**config.mk**
```make
export PLATFORM = sky130hd
export DESIGN_NAME = seq_pattern_tx_flat
export DESIGN_NICKNAME = d
export VERILOG_FILES = /design/src/rtl/seq_pattern_tx_if.sv /design/src/rtl/seq_pattern_tx.sv /design/src/flat_wrapper.sv
export SDC_FILE = /design/constraint.sdc
export NUM_CORES = 1
export LEC_CHECK = 0
export ABC_AREA = 1
export BUFFER_PORTS_ARGS = -buffer_cell sky130_fd_sc_hd__buf_2
export CAP_MARGIN = 10
export CELL_PAD_IN_SITES_DETAIL_PLACEMENT = 0
export CELL_PAD_IN_SITES_GLOBAL_PLACEMENT = 1
export CORE_ASPECT_RATIO = 0.6
export CORE_MARGIN = 3
export CORE_UTILIZATION = 37
export DETAILED_ROUTE_END_ITERATION = 8
export PLACE_DENSITY = 0.81
export SLEW_MARGIN = 5
export SYNTH_ARGS = -nofsm -noshare
export SYNTH_HDL_FRONTEND = slang
export SYNTH_SLANG_ARGS = --single-unit
```
**constraint.sdc**
```tcl
create_clock -name clk -period 1.4 [get_ports clk]
set_input_delay 0.42 -clock clk [delete_from_list [all_inputs] [get_ports clk]]
set_output_delay 0.42 -clock clk [all_outputs]
set_load 0.005 [all_outputs]
```
**src/rtl/seq_pattern_tx_if.sv**
```systemverilog
// Handshake and serial-output bundle between a pattern source and seq_pattern_tx.
interface seq_pattern_tx_if #(
    parameter int unsigned WIDTH = 8
);
    logic             start;
    logic             stop;
    logic [WIDTH-1:0] pattern;
    logic [3:0]       rpt;
    logic             seq_out;
    logic             frame;
    logic             busy;
    logic             done;

    // Requester side: issues start/stop and the pattern, observes the serial stream.
    modport master (
        output start, stop, pattern, rpt,
        input  seq_out, frame, busy, done
    );

    // Transmitter side.
    modport slave (
        input  start, stop, pattern, rpt,
        output seq_out, frame, busy, done
    );
endinterface

```
**src/rtl/seq_pattern_tx.sv**
```systemverilog
// Serial pattern transmitter: latches a WIDTH-bit pattern on start and sends it
// MSB-first rpt+1 times, with GAP_CYCLES idle cycles between frames.
module seq_pattern_tx #(
    parameter int unsigned WIDTH      = 8,
    parameter int unsigned GAP_CYCLES = 2
) (
    input  logic             clk,
    input  logic             reset,
    seq_pattern_tx_if.slave  bus
);
    localparam int unsigned BW = (WIDTH > 2) ? $clog2(WIDTH) : 1;
    localparam int unsigned GW = (GAP_CYCLES > 0) ? $clog2(GAP_CYCLES + 1) : 1;

    typedef enum logic [1:0] {
        IDLE = 2'd0,
        SEND = 2'd1,
        GAP  = 2'd2
    } state_t;

    state_t           state_q;
    state_t           state_d;
    logic [WIDTH-1:0] pat_q;
    logic [WIDTH-1:0] sh_q;
    logic [BW-1:0]    bitcnt_q;
    logic [3:0]       rptcnt_q;
    logic [GW-1:0]    gapcnt_q;
    logic             done_q;

    logic             accept_c;
    logic             last_bit_c;
    logic             last_frame_c;
    logic             gap_last_c;

    assign accept_c     = (state_q == IDLE) && bus.start && !bus.stop;
    assign last_bit_c   = (bitcnt_q == BW'(WIDTH - 1));
    assign last_frame_c = (rptcnt_q == 4'd0);
    assign gap_last_c   = (gapcnt_q == GW'(GAP_CYCLES - 1));

    // State register.
    always_ff @(posedge clk or negedge reset) begin
        if (!reset) begin
            state_q <= IDLE;
        end else begin
            state_q <= state_d;
        end
    end

    // Next-state decode; stop overrides every transition.
    always_comb begin
        state_d = state_q;
        case (state_q)
            IDLE: begin
                if (accept_c) begin
                    state_d = SEND;
                end
            end
            SEND: begin
                if (last_bit_c) begin
                    if (last_frame_c) begin
                        state_d = IDLE;
                    end else if (GAP_CYCLES > 0) begin
                        state_d = GAP;
                    end
                end
            end
            GAP: begin
                if (gap_last_c) begin
                    state_d = SEND;
                end
            end
            default: state_d = IDLE;
        endcase
        if (bus.stop) begin
            state_d = IDLE;
        end
    end

    // Output decode: only SEND drives pattern bits; IDLE and GAP hold the line low.
    always_comb begin
        bus.seq_out = 1'b0;
        bus.frame   = 1'b0;
        bus.busy    = (state_q != IDLE);
        if (state_q == SEND) begin
            bus.seq_out = sh_q[WIDTH-1];
            bus.frame   = 1'b1;
        end
    end

    assign bus.done = done_q;

    // Datapath: pattern latch, shifter, bit/repeat/gap counters and the done pulse.
    always_ff @(posedge clk or negedge reset) begin
        if (!reset) begin
            pat_q    <= '0;
            sh_q     <= '0;
            bitcnt_q <= '0;
            rptcnt_q <= '0;
            gapcnt_q <= '0;
            done_q   <= 1'b0;
        end else begin
            done_q <= 1'b0;
            case (state_q)
                IDLE: begin
                    if (accept_c) begin
                        pat_q    <= bus.pattern;
                        sh_q     <= bus.pattern;
                        rptcnt_q <= bus.rpt;
                        bitcnt_q <= '0;
                    end
                end
                SEND: begin
                    sh_q     <= sh_q << 1;
                    bitcnt_q <= bitcnt_q + BW'(1);
                    if (last_bit_c) begin
                        if (last_frame_c) begin
                            done_q <= !bus.stop;
                        end else begin
                            rptcnt_q <= rptcnt_q - 4'd1;
                            if (GAP_CYCLES == 0) begin
                                sh_q     <= pat_q;
                                bitcnt_q <= '0;
                            end else begin
                                gapcnt_q <= '0;
                            end
                        end
                    end
                end
                GAP: begin
                    gapcnt_q <= gapcnt_q + GW'(1);
                    if (gap_last_c) begin
                        sh_q     <= pat_q;
                        bitcnt_q <= '0;
                    end
                end
                default: ;
            endcase
        end
    end
endmodule

```
**src/flat_wrapper.sv**
```systemverilog
// flat-port wrapper written by rule: the top's interface ports become plain ports
module seq_pattern_tx_flat 
#(
    parameter int unsigned WIDTH      = 8,
    parameter int unsigned GAP_CYCLES = 2
)
  (clk, reset, bus_start, bus_stop, bus_pattern, bus_rpt, bus_seq_out, bus_frame, bus_busy, bus_done);
  seq_pattern_tx_if #(.WIDTH(WIDTH)) bus_i ();
  input  logic clk;
  input  logic reset;
  input wire logic [$bits(bus_i.start)-1:0] bus_start;
  input wire logic [$bits(bus_i.stop)-1:0] bus_stop;
  input wire logic [$bits(bus_i.pattern)-1:0] bus_pattern;
  input wire logic [$bits(bus_i.rpt)-1:0] bus_rpt;
  output wire logic [$bits(bus_i.seq_out)-1:0] bus_seq_out;
  output wire logic [$bits(bus_i.frame)-1:0] bus_frame;
  output wire logic [$bits(bus_i.busy)-1:0] bus_busy;
  output wire logic [$bits(bus_i.done)-1:0] bus_done;
  assign bus_i.start = bus_start;
  assign bus_i.stop = bus_stop;
  assign bus_i.pattern = bus_pattern;
  assign bus_i.rpt = bus_rpt;
  assign bus_seq_out = bus_i.seq_out;
  assign bus_frame = bus_i.frame;
  assign bus_busy = bus_i.busy;
  assign bus_done = bus_i.done;
  seq_pattern_tx #(.WIDTH(WIDTH), .GAP_CYCLES(GAP_CYCLES)) u_core (.clk(clk), .reset(reset), .bus(bus_i));
endmodule
```
==> flow_summary.yaml <==
outcome:
  status: "finished, violations left"
  violations: "negative setup slack"
synth:
  async_flop_share_pct: 100
  ys.flop_type: "dfrtp_1"
  synth_mux_area_share_pct: 0
  syn_area_mm2: 0.00154
  synth_cells: 201
  synthXorXnorAreaFrac_pct: 0
  synthDistinctLibCells: 20
  synth_fp_nets: 225
  synth_top_family_by_area: "simple AND/OR/NAND/NOR gates"
  synth_edf_count: 0
  yosys_warnings: 0
  synth_top_area_share_pct: 45.4
  ys_ff_latch: 28
  yosys.area_share.simple_pct: 26.0
  ys_top_cells_by_area: "dfrtp_1 (45%), nand2_1 (16%), o21ai_0 (9.7%)"
  synth_fa_ha_area_share_pct: 6.49
  synth_compound_area_share_pct: 12.9
  yosysTopAreaCell: "dfrtp_1"
  syn_area_per_cell_um2: 7.68
  synth-seq-area-share_pct: 45.4
pwr:
  pwr-share-seq_pct: 26.0
  power_density_mw_per_mm2: 2280
  p_sw_share_pct: 42.3
  power_leakage_nw: 1.13
  power_frac_comb_pct: 65.3
  vdd_drop_max_v: 0.00107
  p_switching_mw: 2.16
  pwr-share-clk_pct: 8.8
  internal_power_mw: 2.94
place:
  hpwl_um: 2550
  port_buffers: 19
  dp_slack_ns: -0.254
  gp_congestion: 0.796
  dpl_cell_area_mm2: 0.00183
clock_network:
  cts_buffer_depth: 2
  ctsHoldBuffers: 0
  root_buffer: "clkbuf_8"
  cts_htree_levels: 1
  cts_tree: "yes"
  clk_latency_ns: 0.28
  cts_buffers: 3
  cts.sinks: 28
  path_clk_slew_ns: 0.10
critical_path:
  worst-endpoint-required_ns: 0.98
  critPathMaxStageDelay_ns: 0.42
  worst-path-buf-inv: 3
  reg2reg_setup_slack_ns: -0.16
  crit_slowest_cell: "dfrtp_1"
  arrival_ns: 1.21
  worst-path-max-fanout: 4
  end_kind: "output port"
  cp.depth: 5
  critical_path_class: "register to output port"
  cpLargestDelayFamily: "flip-flops"
  start_kind: "register"
  crit_chain: "buf_6, ha_4, nand2_2, inv_1, buf_2"
  reg2reg_depth: 9
cells_and_area:
  most-common-layout-cells: "nand2_1 (51), dfrtp_1 (28), inv_1 (24), buf_4 (20)"
  fillerInstances: 345
  regArea_um2: 701
  antenna_cells: 0
  layout_commonest_cell: "nand2_1"
  multi_input_area_um2: 843
  syn_to_final_growth_pct: 45.1
  drive_gt1_share_pct: 40.7
  stdcell_area_mm2: 0.00224
  final_util_pct: 58.5
  layout.nets: 284
sta:
  hold_violations: 0
  rsz0062_at_grt: "true"
  max_freq_ghz: 0.615
  slew_viol_final: 0
  slew-limit-headroom_pct: 80.9
  tns_ns: -2.99
  skew_ns: 0.00305
  setup_viol: 29
  fin_crit_sh_pct: 116
  fin_hold_ws_ns: 0.0719
  fin_ws_ns: -0.227
  worst_pin_slew_ns: 0.285
  fin_crit_ns: 1.63
drt:
  drt_iter0_drc: 84
  drc: 0
  drtPass1Iterations: 4
  ant_nets: 0
  via_per_inst: 4.69
  wl_per_cell_um: 13.0
  drt_wl_total_um: 3970
  routed-via-count: 1431
floorplan:
  die_x_um: 89.4
  dieArea_mm2: 0.00501
  initial_core_util_pct: 40.3
  rows: 17
  ioPinCount: 20
  die_y_um: 56.0
  core_mm2: 0.00383
flow_run:
  max-cap-violations: 0
global_routing:
  grt_first_pass_wirelength_um: 6610
  grt_usage_pct: 16.9
  first_global_vias: 1373
  grt_max_degree: 29
  grt_remaining_overflow: 0
  antenna_found_initial: 0
min_path:
  holdCritPathClass: "input port to asynchronous set/reset pin"
## worst paths after layout
| kind | to | start |
|---|---|---|
| worst max register to register | u_core.rptcnt_q[0] | u_core.state_q[0] |
| worst max-delay path | bus_seq_out | u_core.state_q[0] |
| max in group asynchronous | u_core.bus.done | reset |
| worst min-delay path | u_core.pat_q[6] | reset |
| min in group clk | u_core.pat_q[4] | bus_pattern[4] |
| worst min register to register | u_core.pat_q[7] | u_core.pat_q[7] |
## what timing repair did
action | 4_1_cts | 5_1_grt
gates resized for setup | 61 | 29
pin swaps | 16 | 8
setup buffers | 13 | 4
setup endpoints to repair | 29 | 29
gates cloned | 2 | 0
## cells by family (layout without fill, tap and decap cells)
group           count (synthesis)  after routing
compound gates                 36             36
fa+ha+maj                       8              8
buf+inv                        35             92
flops                          28             28
simple gates                   94             94
## synthesized netlist by cell type, drive strengths merged (2+ instances only)
library cell / count
a21oi: 2
buf: 3
dfrtp: 28
ha: 8
inv: 32
nand2: 65
nand3: 12
nor2: 13
nor3: 2
o211ai: 3
o21ai: 31
## power groups by stage
stage / sequential [mW] / clock (mW) / combinational, mW
2_1_floorplan: 1.27 / 0 / 1.35
3_3_place_gp: 1.31 / 0 / 1.96
3_5_place_dp: 1.32 / 0 / 1.99
4_1_cts: 1.30 / 0.450 / 2.87
5_1_grt: 1.37 / 0.481 / 3.67
6_report: 1.32 / 0.448 / 3.33
## flip-flops by register name, indices dropped and copies added (netlist names)
name,flops
u_core.gapcnt_q,2
u_core.pat_q,8
u_core.bitcnt_q,3
u_core.bus.done,1
u_core.sh_q,8
u_core.state_q,2
u_core.rptcnt_q,4
## through the flow
step	power, mW	cells
finish	5.10	305
global route	5.51	305
CTS	4.62	301
detailed placement	3.30	283
global placement	3.26	283
floorplan	2.63	201
## layer usage
metal / wire, um / share of wire, % / track usage [%] / up-vias
met5: 0 / 0 / 0 / -
met4: 19 / 0.48 / 1.91 / 0
met3: 109 / 2.7 / 4.14 / 2
met2: 1640 / 41 / 22.5 / 20
met1: 2210 / 56 / 27.8 / 659
li1: - / - / - / 750
## area by class of cell
type,instances,area share [%]
multi-input combinational,138,37.7
inverter,32,5.87
timing repair buffer,57,20.7
clock buffer,3,1.84
tap,47,2.63
sequential,28,31.3
Power figures use the tool's default switching activity.
